--- config.mk ---
export PLATFORM = sky130hd
export DESIGN_NAME = crc_serial_engine
export DESIGN_NICKNAME = d
export VERILOG_FILES = /design/src/rtl/crc_pkg.sv /design/src/rtl/crc_frame_ctrl.sv /design/src/rtl/crc_serial_engine.sv
export SDC_FILE = /design/constraint.sdc
export NUM_CORES = 1
export LEC_CHECK = 0
export ABC_AREA = 1
export CAP_MARGIN = 20
export CORE_MARGIN = 1
export CORE_UTILIZATION = 40
export CTS_CLUSTER_DIAMETER = 200
export DETAILED_ROUTE_END_ITERATION = 8
export DONT_BUFFER_PORTS = 1
export PLACE_DENSITY = 0.54
export SLEW_MARGIN = 15
export SYNTH_ARGS = -nofsm -noshare
export SYNTH_HDL_FRONTEND = slang
export SYNTH_SLANG_ARGS = --single-unit
--- constraint.sdc ---
create_clock -name clk -period 2.2 [get_ports clk]
set_input_delay 0.11 -clock clk [delete_from_list [all_inputs] [get_ports clk]]
set_output_delay 0.11 -clock clk [all_outputs]
set_load 0.005 [all_outputs]
--- src/rtl/crc_pkg.sv ---
// Shared types, polynomial constants and the single-bit CRC step used by the
// serial CRC engine.
package crc_pkg;

   typedef enum logic [1:0] {
      StIdle,
      StData,
      StCheck,
      StDone
   } crc_state_e;

   localparam logic [15:0] CRC16_CCITT = 16'h1021;
   localparam logic [7:0]  CRC8_ATM    = 8'h07;
   localparam logic [31:0] CRC32_IEEE  = 32'h04C11DB7;

   // Operates on a 32-bit container; bits at and above width are forced to zero.
   function automatic logic [31:0] crc_step(input logic [31:0] crc, input logic din,
                                            input logic [31:0] poly, input int unsigned width);
      logic        fb;
      logic [31:0] mask;
      fb   = crc[width-1] ^ din;
      mask = (width >= 32) ? 32'hFFFF_FFFF : ((32'd1 << width) - 32'd1);
      return ((crc << 1) ^ (fb ? poly : 32'd0)) & mask;
   endfunction

endpackage

--- src/rtl/crc_frame_ctrl.sv ---
// Frame sequencer for the serial CRC engine: state machine, bit counter and
// the handshake/status outputs.
module crc_frame_ctrl #(
   parameter int unsigned CRC_W      = 16,
   parameter int unsigned FRAME_BITS = 32
) (
   input  logic clk,
   input  logic rst,
   input  logic start,
   input  logic check_en,
   input  logic abort,
   input  logic in_valid,
   output logic in_ready,
   output logic busy,
   output logic done,
   output logic step_en,
   output logic load,
   output logic frame_end,
   output logic check_mode
);
   import crc_pkg::*;

   localparam int unsigned CNT_W = $clog2(FRAME_BITS + CRC_W + 1);
   localparam logic [CNT_W-1:0] DATA_LAST  = CNT_W'(FRAME_BITS - 1);
   localparam logic [CNT_W-1:0] CHECK_LAST = CNT_W'(FRAME_BITS + CRC_W - 1);

   crc_state_e       state;
   logic [CNT_W-1:0] cnt;
   logic             chk;
   logic             data_last;
   logic             check_last;

   assign load       = start & ((state == StIdle) | (state == StDone));
   assign step_en    = in_ready & in_valid & ~abort;
   assign data_last  = (state == StData) & (cnt == DATA_LAST);
   assign check_last = (state == StCheck) & (cnt == CHECK_LAST);
   // Counter runs on through the check bits, so one compare marks each phase end.
   assign frame_end  = step_en & ((data_last & ~chk) | check_last);
   assign check_mode = chk;

   always_ff @(posedge clk) begin
      if (rst) begin
         state    <= StIdle;
         cnt      <= '0;
         chk      <= 1'b0;
         in_ready <= 1'b0;
         busy     <= 1'b0;
         done     <= 1'b0;
      end else begin
         done <= 1'b0;
         case (state)
            StIdle, StDone: begin
               if (start) begin
                  state    <= StData;
                  cnt      <= '0;
                  chk      <= check_en;
                  in_ready <= 1'b1;
                  busy     <= 1'b1;
               end else begin
                  state <= StIdle;
               end
            end
            StData, StCheck: begin
               if (abort) begin
                  state    <= StIdle;
                  in_ready <= 1'b0;
                  busy     <= 1'b0;
               end else if (step_en) begin
                  cnt <= cnt + 1'b1;
                  if (frame_end) begin
                     state    <= StDone;
                     in_ready <= 1'b0;
                     busy     <= 1'b0;
                     done     <= 1'b1;
                  end else if (data_last) begin
                     state <= StCheck;
                  end
               end
            end
            default: begin
               state    <= StIdle;
               in_ready <= 1'b0;
               busy     <= 1'b0;
            end
         endcase
      end
   end

endmodule

--- src/rtl/crc_serial_engine.sv ---
// Bit-serial CRC generator/checker: CRC register and result registers, with
// framing delegated to crc_frame_ctrl.
module crc_serial_engine #(
   parameter int unsigned      CRC_W      = 16,
   parameter logic [CRC_W-1:0] POLY       = 16'h1021,
   parameter logic [CRC_W-1:0] INIT       = '0,
   parameter logic [CRC_W-1:0] XOR_OUT    = '0,
   parameter int unsigned      FRAME_BITS = 32
) (
   input  logic             clk,
   input  logic             rst,
   input  logic             start,
   input  logic             check_en,
   input  logic             abort,
   input  logic             in_valid,
   input  logic             in_bit,
   output logic             in_ready,
   output logic             busy,
   output logic             done,
   output logic [CRC_W-1:0] crc_out,
   output logic             crc_ok
);
   import crc_pkg::*;

   logic [CRC_W-1:0] crc;
   logic [CRC_W-1:0] crc_next;
   logic [31:0]      step_full;
   logic             unused_step;
   logic             step_en;
   logic             load;
   logic             frame_end;
   logic             check_mode;

   crc_frame_ctrl #(
      .CRC_W     (CRC_W),
      .FRAME_BITS(FRAME_BITS)
   ) u_ctrl (
      .clk       (clk),
      .rst       (rst),
      .start     (start),
      .check_en  (check_en),
      .abort     (abort),
      .in_valid  (in_valid),
      .in_ready  (in_ready),
      .busy      (busy),
      .done      (done),
      .step_en   (step_en),
      .load      (load),
      .frame_end (frame_end),
      .check_mode(check_mode)
   );

   assign step_full   = crc_step(32'(crc), in_bit, 32'(POLY), CRC_W);
   assign crc_next    = step_full[CRC_W-1:0];
   assign unused_step = ^step_full;

   // Results latch on the final accepted bit so they are visible in the done cycle.
   always_ff @(posedge clk) begin
      if (rst) begin
         crc     <= INIT;
         crc_out <= '0;
         crc_ok  <= 1'b0;
      end else begin
         if (load) begin
            crc <= INIT;
         end else if (step_en) begin
            crc <= crc_next;
         end
         if (frame_end) begin
            crc_out <= crc_next ^ XOR_OUT;
            crc_ok  <= check_mode & (crc_next == '0);
         end
      end
   end

endmodule
==> results by group, run 1 <==
Outcome
  • Outcome: complete, no violations

Synthesis
  • Top FF cell, synth: dfxtp_1
  • Share of the synthesized area in the top cell type: 48.35%
  • Net Count, Synth: 260
  • Top cells by area, synth: dfxtp_1, nor2_1, o21ai_0
  • Top-count cell post-synth: nor2_1
  • Post-synth EDFFs: 0
  • Largest family of logic cells by synthesized area: simple AND/OR/NAND/NOR gates
  • YS warnings: 0
  • Simple-gate share of the synthesized area: 25.14%
  • Seq/Total Area, Yosys: 48.35%
  • Synth Area in Compound Gates: 15.18%
  • Synth area leader: dfxtp_1
  • Cells after synthesis: 250
  • Syn Area/Cell: 7.287 µm²
  • Yosys reg bits: 44
  • Post-Synth Adder-Cell Area: 2.060%
  • XOR/XNOR Fraction of Synth Area: 0.4808%
  • Mux share of post-synthesis cell area: 0%
  • Cell Area, Synth: 0.001822 mm²
  • Fraction of registers with async set/reset: 0%
  • Post-synthesis cell type count: 23
  • Synth cell count leaders: nor2_1, dfxtp_1, nand2_1

Timing
  • Sum Neg Setup Slack: 0 ns
  • Fmax: 584.6 MHz
  • Clk_skew: 0.005940 ns
  • Fin crit share: 77.75%
  • Worst-Margin Slew: 0.5114 ns
  • Final hold vios: 0
  • Pins Over Slew Limit: 0
  • Crit path time final: 1.711 ns
  • RSZ-0062 raised after global routing: false
  • Finish-stage setup viols: 0
  • Slew headroom: 65.87%

Die
  • Die width: 69.49 µm
  • Cell Rows: 24
  • Die area: 0.004828 mm²
  • Die height: 69.49 µm
  • Initial Util: 41.84%
  • Ports: 27
  • Core area: 0.004354 mm²

Finish
  • Fill cell count: 454
  • Area Growth Syn to Fin: 9.409%
  • Final nets: 264
  • ANT cells: 0
  • Share of cells above drive strength 1: 6.275%

Routing
  • Post-route ant nets: 0
  • Drt pass-1 iters: 4
  • Drt drc: 0
  • Final wirelength: 3.772 mm
  • Avg WL per Cell: 12.29 µm
  • Via/cell ratio: 4.844
  • Via count: 1487
  • DRT iter0 DRCs: 94

Hold path
  • HP Class: input port to flip-flop

CTS
  • Hold_buf cts: 3
  • Worst-Skew Late Latency: 0.29 ns
  • Post CTS Setup Buffer Count: 0
  • Clk slew on worst S/H paths: 0.08 ns
  • Clock root cell: clkbuf_8
  • CTS Buf Count: 5
  • TritonCTS clock tree: built
  • Post-CTS resize count: 0
  • CTS Sinks: 44
  • Max Root-Sink Buffers: 2
  • CTS HTree Levels: 2

Pwr
  • Net load switching power: 359.3 µW
  • VDD IR max: 0.0003073 V
  • Flop pwr share: 53.5%
  • Clk pwr share: 39.2%
  • Comb power frac: 7.3%
  • PwrDens: 775.9 mW/mm²
  • Leakage power: 0.0008411 µW
  • Sw Share: 23.23%
  • Internal power: 1187 µW
  • Total power draw: 1547 µW

Placed design
  • Port bufs: 0
  • Final GP Congestion: 0.8435
  • Detailed Place HPWL: 2.695 mm

Critical path
  • Required time worst endpoint: 2.39 ns
  • CP arrival: 1.90 ns
  • Worst Path Buf+Inv: 0
  • Worst Setup Path Type: flip-flop to flip-flop
  • Crit path largest cell delay: 0.38 ns
  • Slowest cell on the critical path: dfxtp_1
  • Crit-path cells: ha_1, nand3_2, nor2_1, nand2_1, nand2_2, nand2_2, o21ai_0, nor2_1
  • Largest delay share family, worst path: simple AND/OR/NAND/NOR gates
  • Crit. End Element: flip-flop
  • Critical path peak fanout: 20
  • Startpoint Class: flip-flop

Global routing
  • Final global-route overflow total: 0
  • GRT Total Usage: 17.39%
  • Largest net degree at the start of global routing: 21
  • Vias in the first global route: 1478
  • First-pass GRT wire length: 6.748 mm
  • Initial antenna violation count: 0

Job
  • Max Cap Violations: 0
[power groups by stage]
stage                     Clock (µW)  Combinational (µW)  Sequential (µW)
after detailed placement           0                 105              847
after CTS                        632                 113              828
after floorplan                    0                87.5              842
after global placement             0                 107              846
after global routing             665                 133              831
final                            606                 112              828
[per-layer routing]
layer / up-vias / track usage [%] / wire length, µm
li1: 806 / - / -
met1: 640 / 23.68 / 1960
met2: 39 / 26.00 / 1564
met3: 2 / 5.378 / 221
met4: 0 / 5.896 / 25
met5: - / 0 / 0
[cell usage in the layout, fill, tap and decap left out]
| cell type | instances |
|---|---|
| nand3b_1 | 1 |
| bufinv_16 | 1 |
| o21ai_0 | 33 |
| nor3_1 | 3 |
| dlygate4sd3_1 | 3 |
| clkinvlp_4 | 1 |
| clkinv_2 | 1 |
| nand2_1 | 36 |
| nand4_1 | 2 |
| o221ai_1 | 1 |
| nand3_2 | 1 |
| ha_1 | 3 |
| nor2_2 | 1 |
| nand3_1 | 6 |
| nand2_2 | 2 |
| buf_4 | 3 |
| clkinv_4 | 1 |
| a21oi_1 | 19 |
| dfxtp_1 | 44 |
| inv_1 | 25 |
| nor2_1 | 61 |
| a211oi_1 | 1 |
| xor2_1 | 1 |
| clkbuf_8 | 5 |
[through the flow]
stage | std cells | setup slack [ns] | instance area, µm² | hold WS [ns] | util (%)
after floorplan | 250 | 0.5204 | 1822 | 0.2547 | -
after global placement | 296 | 0.4281 | 1852 | 0.1813 | 42.53
after detailed placement | 296 | 0.4856 | 1852 | 0.1830 | 42.53
after CTS | 307 | 0.4688 | 1993 | 0.01830 | 45.78
after global routing | 307 | 0.2704 | 1993 | 0.04838 | 45.78
final | 307 | 0.4894 | 1993 | 0.02033 | 45.78
[final cells by class]
class	instances	area [µm²]	area share, %
sequential	44	880.8	44.19
tap	52	65.06	3.264
timing repair buffer	6	52.55	2.637
clock buffer	5	68.82	3.453
clock inverter	3	42.54	2.134
inverter	26	102.6	5.148
multi-input combinational	171	780.7	39.17
[worst paths after layout]
| path | from | endpoint | slack, ns | depth (start not counted) |
|---|---|---|---|---|
| worst max-delay path | u_ctrl.cnt[0] | crc_out[10] | 0.49 | 8 |
| worst min-delay path | check_en | u_ctrl.check_mode | 0.02 | 2 |
| worst max register to register | u_ctrl.cnt[0] | crc_out[10] | 0.49 | 8 |
| worst min register to register | crc[11] | crc[11] | 0.48 | 2 |
[kinds of logic (layout without fill, tap and decap cells)]
| family | count (synthesis) | after routing |
|---|---|---|
| simple gates | 113 | 113 |
| flops | 44 | 44 |
| buf+inv | 35 | 40 |
| compound gates | 54 | 54 |
| xor+xnor | 1 | 1 |
| fa+ha+maj | 3 | 3 |
[sequential cells by signal, summed over array words and instances (netlist names)]
signal             count
crc                   16
crc_ok                 1
u_ctrl.busy            1
u_ctrl.state           2
crc_out               16
u_ctrl.done            1
u_ctrl.check_mode      1
u_ctrl.cnt             6
Power figures use the tool's default switching activity.
==> inputs of run 2 (changes only) <==
PLACE_DENSITY = 0.56   (was 0.54)
clock period = 1.4 ns   (was 2.2 ns; I/O delays follow)
==> run 2 against run 1 <==
  * The run now ends with hold timing, setup timing left
  * Die area did not move
  * First-iteration DRC count increased by 40%
  * Global-route usage rose by 0.47 points
  * Highest routed layer unchanged
==> results by group, run 2 (synthesis results as in run 1) <==
Critical path
  • Crit path largest cell delay: 0.37 ns
  • Startpoint Class: flip-flop
  • Crit-path cells: inv_2, ha_4, nand3_4, nor2_4, nand2_4, nand2_8, buf_6, nand2_2, inv_2, nand2_1, a21oi_1
  • Largest delay share family, worst path: simple AND/OR/NAND/NOR gates
  • Worst Setup Path Type: flip-flop to flip-flop
  • Worst Path Buf+Inv: 3
  • Required time worst endpoint: 1.63 ns
  • Reg2reg setup slack: -0.05 ns
  • Crit-path most repeated cell: inv_2
  • Crit. End Element: flip-flop
  • Critical path peak fanout: 4
  • CP arrival: 1.68 ns
  • Slowest cell on the critical path: dfxtp_4

Timing
  • Crit path time final: 1.451 ns
  • Clk_skew: 0.004445 ns
  • Fin crit share: 103.6%
  • Final WS setup: -0.05100 ns
  • Slew headroom: 65.07%
  • Sum Neg Setup Slack: -0.1445 ns
  • Finish-stage setup viols: 9
  • Pins Over Slew Limit: 0
  • Final hold vios: 12
  • Fin Hold WS: -0.1804 ns
  • Fmax: 689.2 MHz
  • Worst-Margin Slew: 0.5233 ns
  • RSZ-0062 raised after global routing: true

Routing
  • Via/cell ratio: 4.845
  • DRT iter0 DRCs: 132
  • Avg WL per Cell: 12.94 µm
  • Drt pass-1 iters: 4
  • Final wirelength: 4.348 mm
  • Post-route ant nets: 0
  • Via count: 1628
  • Drt drc: 0

CTS
  • Worst-Skew Late Latency: 0.30 ns
  • TritonCTS clock tree: built
  • CTS Buf Count: 5
  • Clk slew on worst S/H paths: 0.08 ns
  • CTS HTree Levels: 2
  • Max Root-Sink Buffers: 2
  • CTS Sinks: 44
  • Hold_buf cts: 3
  • Clock root cell: clkbuf_8

Global routing
  • First-pass GRT wire length: 6.913 mm
  • GRT Total Usage: 17.86%
  • Largest net degree at the start of global routing: 21
  • Final global-route overflow total: 0
  • Vias in the first global route: 1471
  • Initial antenna violation count: 0

Placed design
  • Detailed Place HPWL: 2.832 mm
  • DP Area: 0.002038 mm²
  • Port bufs: 0
  • Final GP Congestion: 0.7766

Finish
  • ANT cells: 0
  • Commonest non-fill, non-tap cell in the layout: nor2_1
  • Final nets: 293
  • Share of cells above drive strength 1: 28.17%
  • Fin area: 0.002446 mm²
  • Most frequent cells in the layout: nor2_1, dfxtp_1, nand2_1
  • Top Registers: crc (16), crc_out (16), u_ctrl.cnt (6)
  • Area Growth Syn to Fin: 34.27%

Outcome
  • Outcome: complete, but fails checks
  • Failing checks: hold timing, setup timing

Die
  • Core area: 0.004354 mm²
  • Die width: 69.49 µm
  • Ports: 27
  • Cell Rows: 24
  • Die height: 69.49 µm
  • Die area: 0.004828 mm²
  • Initial Util: 41.84%

Pwr
  • Leakage power: 0.001014 µW
  • VDD IR max: 0.0004672 V
  • Total power draw: 2437 µW
  • PwrDens: 996.1 mW/mm²

Hold path
  • HP Class: input port to flip-flop

Job
  • Max Cap Violations: 0
-- run 2: area by class of cell --
type,count,area [µm²]
Clock buffer,7,86.33
Clock inverter,1,7.507
Fill cell,408,1908
Inverter,26,113.9
Multi-Input combinational cell,173,993.5
Sequential cell,44,888.4
Tap cell,52,65.06
Timing Repair Buffer,32,280.3
Timing Repair inverter,1,11.26
-- run 2: worst paths after layout --
path,startpoint,endpoint,depth (start not counted)
setup reg to reg,u_ctrl.state[1],crc_ok,11
hold reg to reg,crc[11],crc[11],2
hold / removal,rst,u_ctrl.cnt[1],1
setup / recovery,u_ctrl.state[1],crc_ok,11
-- run 2: repair_timing --
| item | 4_1_cts | 5_1_grt |
|---|---|---|
| pin swaps | 1 | 15 |
| gates cloned | 0 | 3 |
| setup endpoints to repair | 33 | 39 |
| gates resized for setup | 9 | 50 |
| hold endpoints to repair | 15 | 12 |
| setup buffers | 0 | 8 |
-- run 2: metal layers --
metal | vias to the layer above | share of wire [%] | GRT usage (%)
met3 | 5 | 3.5 | 5.233
met1 | 730 | 51 | 25.27
met2 | 29 | 44 | 25.46
met4 | 0 | 1.4 | 6.803
met5 | - | 0 | 0
li1 | 864 | - | -
-- run 2: stage by stage --
step	hold slack, ns	cells	utilization (%)	setup slack [ns]
floorplan	0.2147	250	-	0.001339
global placement	0.1367	315	46.81	-0.1564
detailed placement	0.1401	315	46.81	-0.1942
CTS	-0.1805	326	50.11	-0.03771
global route	-0.1988	336	56.18	-0.1155
finish	-0.1804	336	56.18	-0.05100
-- run 2: power by group --
| part | internal, µW | switching (µW) | total (µW) | leakage, µW |
|---|---|---|---|---|
| logic | 136 | 158 | 294 | 0.000612 |
| clock network | 401 | 440 | 841 | 0.0000445 |
| registers | 1280 | 24.2 | 1300 | 0.000358 |
| total | 1810 | 622 | 2440 | 0.00101 |
==> inputs of run 3 (changes only) <==
--- a/config.mk
+++ b/config.mk
@@ -13,5 +13,5 @@
 export DETAILED_ROUTE_END_ITERATION = 8
 export DONT_BUFFER_PORTS = 1
-export PLACE_DENSITY = 0.56
+export PLACE_DENSITY = 0.55
 export SLEW_MARGIN = 15
 export SYNTH_ARGS = -nofsm -noshare
==> constraint.sdc (replaced) <==
create_clock -name clk -period 1.4 [get_ports clk]
set_input_delay 0 -clock clk [delete_from_list [all_inputs] [get_ports clk]]
set_output_delay 0 -clock clk [all_outputs]
set_load 0.005 [all_outputs]
==> run 3 against run 2 <==
  * The run still ends with hold timing, setup timing left
  * Worst hold slack got worse by 0.064 ns
  * Sequential cell count unchanged
  * Cell count down 0.89%
  * Register-to-register slack is essentially flat
  * Global-route usage rose by 0.67 points
  * Via count down 0.80%
  * Critical path depth shrank 2
  * Final area increased by 0.92%
  * Wire length shrank 2.5%
  * Largest cell class unchanged
  * Largest power group unchanged
==> results by group, run 3 (synthesis results as in run 1) <==
Routing
  • DRT iter0 DRCs: 96
  • Drt drc: 0
  • Avg WL per Cell: 12.73 µm
  • Met3 WL post-DR: 195 µm
  • Post-route ant nets: 0
  • Drt pass-1 iters: 4
  • Met2 WL: 1.928 mm
  • Highest metal layer with signal wires: met4
  • Via count: 1615
  • Via/cell ratio: 4.850
  • WL met1: 2.070 mm
  • Final wirelength: 4.238 mm

Finish
  • Share of cells above drive strength 1: 32.03%
  • Finished Core Util: 56.70%
  • Top Registers: crc (16), crc_out (16), u_ctrl.cnt (6)
  • Final Non-Filler Cells: 333
  • Area Growth Syn to Fin: 35.51%
  • Fill cell count: 400
  • Most frequent cells in the layout: nor2_1, dfxtp_1, nand2_1
  • Final nets: 291
  • Fin area: 0.002469 mm²
  • ANT cells: 0
  • Commonest non-fill, non-tap cell in the layout: nor2_1

Global routing
  • First-pass GRT wire length: 7.024 mm
  • Vias in the first global route: 1446
  • GRT Total Usage: 18.53%
  • Final global-route overflow total: 0
  • Largest net degree at the start of global routing: 20
  • Initial antenna violation count: 0

CTS
  • CTS Buf Count: 5
  • CTS Sinks: 44
  • Clk slew on worst S/H paths: 0.08 ns
  • Worst-Skew Late Latency: 0.29 ns
  • Clock root cell: clkbuf_8
  • CTS HTree Levels: 2
  • Max Root-Sink Buffers: 2
  • TritonCTS clock tree: built
  • Hold_buf cts: 3

Placed design
  • Final GP Congestion: 0.8089
  • DP Area: 0.002038 mm²
  • Detailed Place HPWL: 2.866 mm
  • Post-Place Cells: 315
  • Port bufs: 0

Critical path
  • CP arrival: 1.68 ns
  • Crit-path cells: ha_4, nand3_4, nor2_4, nand2_4, nand2_8, nand2_8, clkinv_8, nand2_4, a21oi_2
  • Reg-to-Reg End: crc_out[5]
  • Crit path largest cell delay: 0.36 ns
  • Reg2reg setup slack: -0.05 ns
  • Required time worst endpoint: 1.63 ns
  • Worst R2R Start: u_ctrl.cnt[0]
  • Worst reg-to-reg path cell count: 9
  • Worst Setup Path Type: flip-flop to flip-flop
  • Slowest cell on the critical path: dfxtp_2
  • Startpoint Class: flip-flop
  • Critical path peak fanout: 8
  • Crit. End Element: flip-flop

Hold path
  • Worst Hold End: crc_out[0]
  • HP Class: input port to flip-flop
  • Hold Crit Start: rst
  • Hold path depth: 1

Pwr
  • VDD IR max: 0.0003302 V
  • PwrDens: 955.4 mW/mm²
  • Total power draw: 2359 µW
  • Leakage power: 0.001049 µW

Timing
  • Fin crit share: 103.4%
  • Fin Hold WS: -0.2439 ns
  • Final hold vios: 22
  • Slew headroom: 59.84%
  • Clk_skew: 0.006296 ns
  • RSZ-0062 raised after global routing: true
  • Worst-Margin Slew: 0.6017 ns
  • Final WS setup: -0.04802 ns
  • Pins Over Slew Limit: 0
  • Fmax: 690.6 MHz
  • Finish-stage setup viols: 11
  • Crit path time final: 1.448 ns

Die
  • Die height: 69.49 µm
  • Core area: 0.004354 mm²
  • Die width: 69.49 µm
  • Ports: 27
  • Die area: 0.004828 mm²
  • Cell Rows: 24
  • Initial Util: 41.84%

Outcome
  • Failing checks: hold timing, setup timing
  • Outcome: complete, but fails checks

Job
  • Max Cap Violations: 0
## run 3: cell types whose count changed in the layout (fill, tap and decap cells not counted), sizes merged
cell,before,now
inv,25,26
clkbuf,7,5
buf,29,27
clkinvlp,2,1
clkinv,1,2
## run 3: routing by layer
layer	vias to the layer above	track usage (%)
met4	0	5.896
met3	6	5.814
met1	717	27.07
met2	33	25.78
li1	859	-
met5	-	0
## run 3: repair_timing
item / 4_1_cts / 5_1_grt
endpoints found under the hold margin: 14 / 18
pin swaps: 7 / 16
gates cloned: 2 / 1
setup buffers: 4 / 2
setup endpoints to repair: 27 / 43
gates resized for setup: 18 / 65
## run 3: final cells by class
cell class              count  area, µm²  area share [%]
repair inverters            1      8.758          0.3548
clock buffers               5      68.82           2.788
flip-flops and latches     44      885.9           35.88
well taps                  52      65.06           2.636
inverters                  26      112.6           4.562
clock inverters             2      12.51          0.5068
multi-input cells         173       1060           42.93
repair buffers             30      255.2           10.34
## run 3: through the flow
stage               worst slack, ns  TNS (ns)
detailed placement          -0.1976    -3.327
floorplan                  0.001339         0
global route                -0.1389    -2.374
finish                     -0.04802   -0.2478
CTS                        -0.02017  -0.03617
global placement            -0.1615    -2.709
## run 3: critical path: cells and delay by family (launching register included)
family | cells | cell delay (ns)
compound gates | 1 | 0.13
fa+ha+maj | 1 | 0.16
buf+inv | 1 | 0.10
flops | 1 | 0.36
simple gates | 6 | 0.63
## run 3: worst max path at each step
stage               depth (start not counted)       startpoint              end  slack, ns
floorplan                                  12  u_ctrl.state[1]       crc_out[6]      0.001
global route                                9    u_ctrl.cnt[0]       crc_out[5]      -0.14
finish                                      9    u_ctrl.cnt[0]       crc_out[5]      -0.05
detailed placement                         10  u_ctrl.state[1]      crc_out[11]      -0.20
global placement                           10  u_ctrl.state[1]      crc_out[13]      -0.16
CTS                                        11  u_ctrl.state[1]  u_ctrl.state[0]      -0.02
## run 3: power by group
group | leakage [µW] | internal (µW) | total (µW) | switching (µW)
combinational | 0.000651 | 128 | 293 | 165
sequential | 0.000357 | 1280 | 1300 | 21.9
clock | 0.0000400 | 338 | 765 | 427
total | 0.00105 | 1740 | 2360 | 614
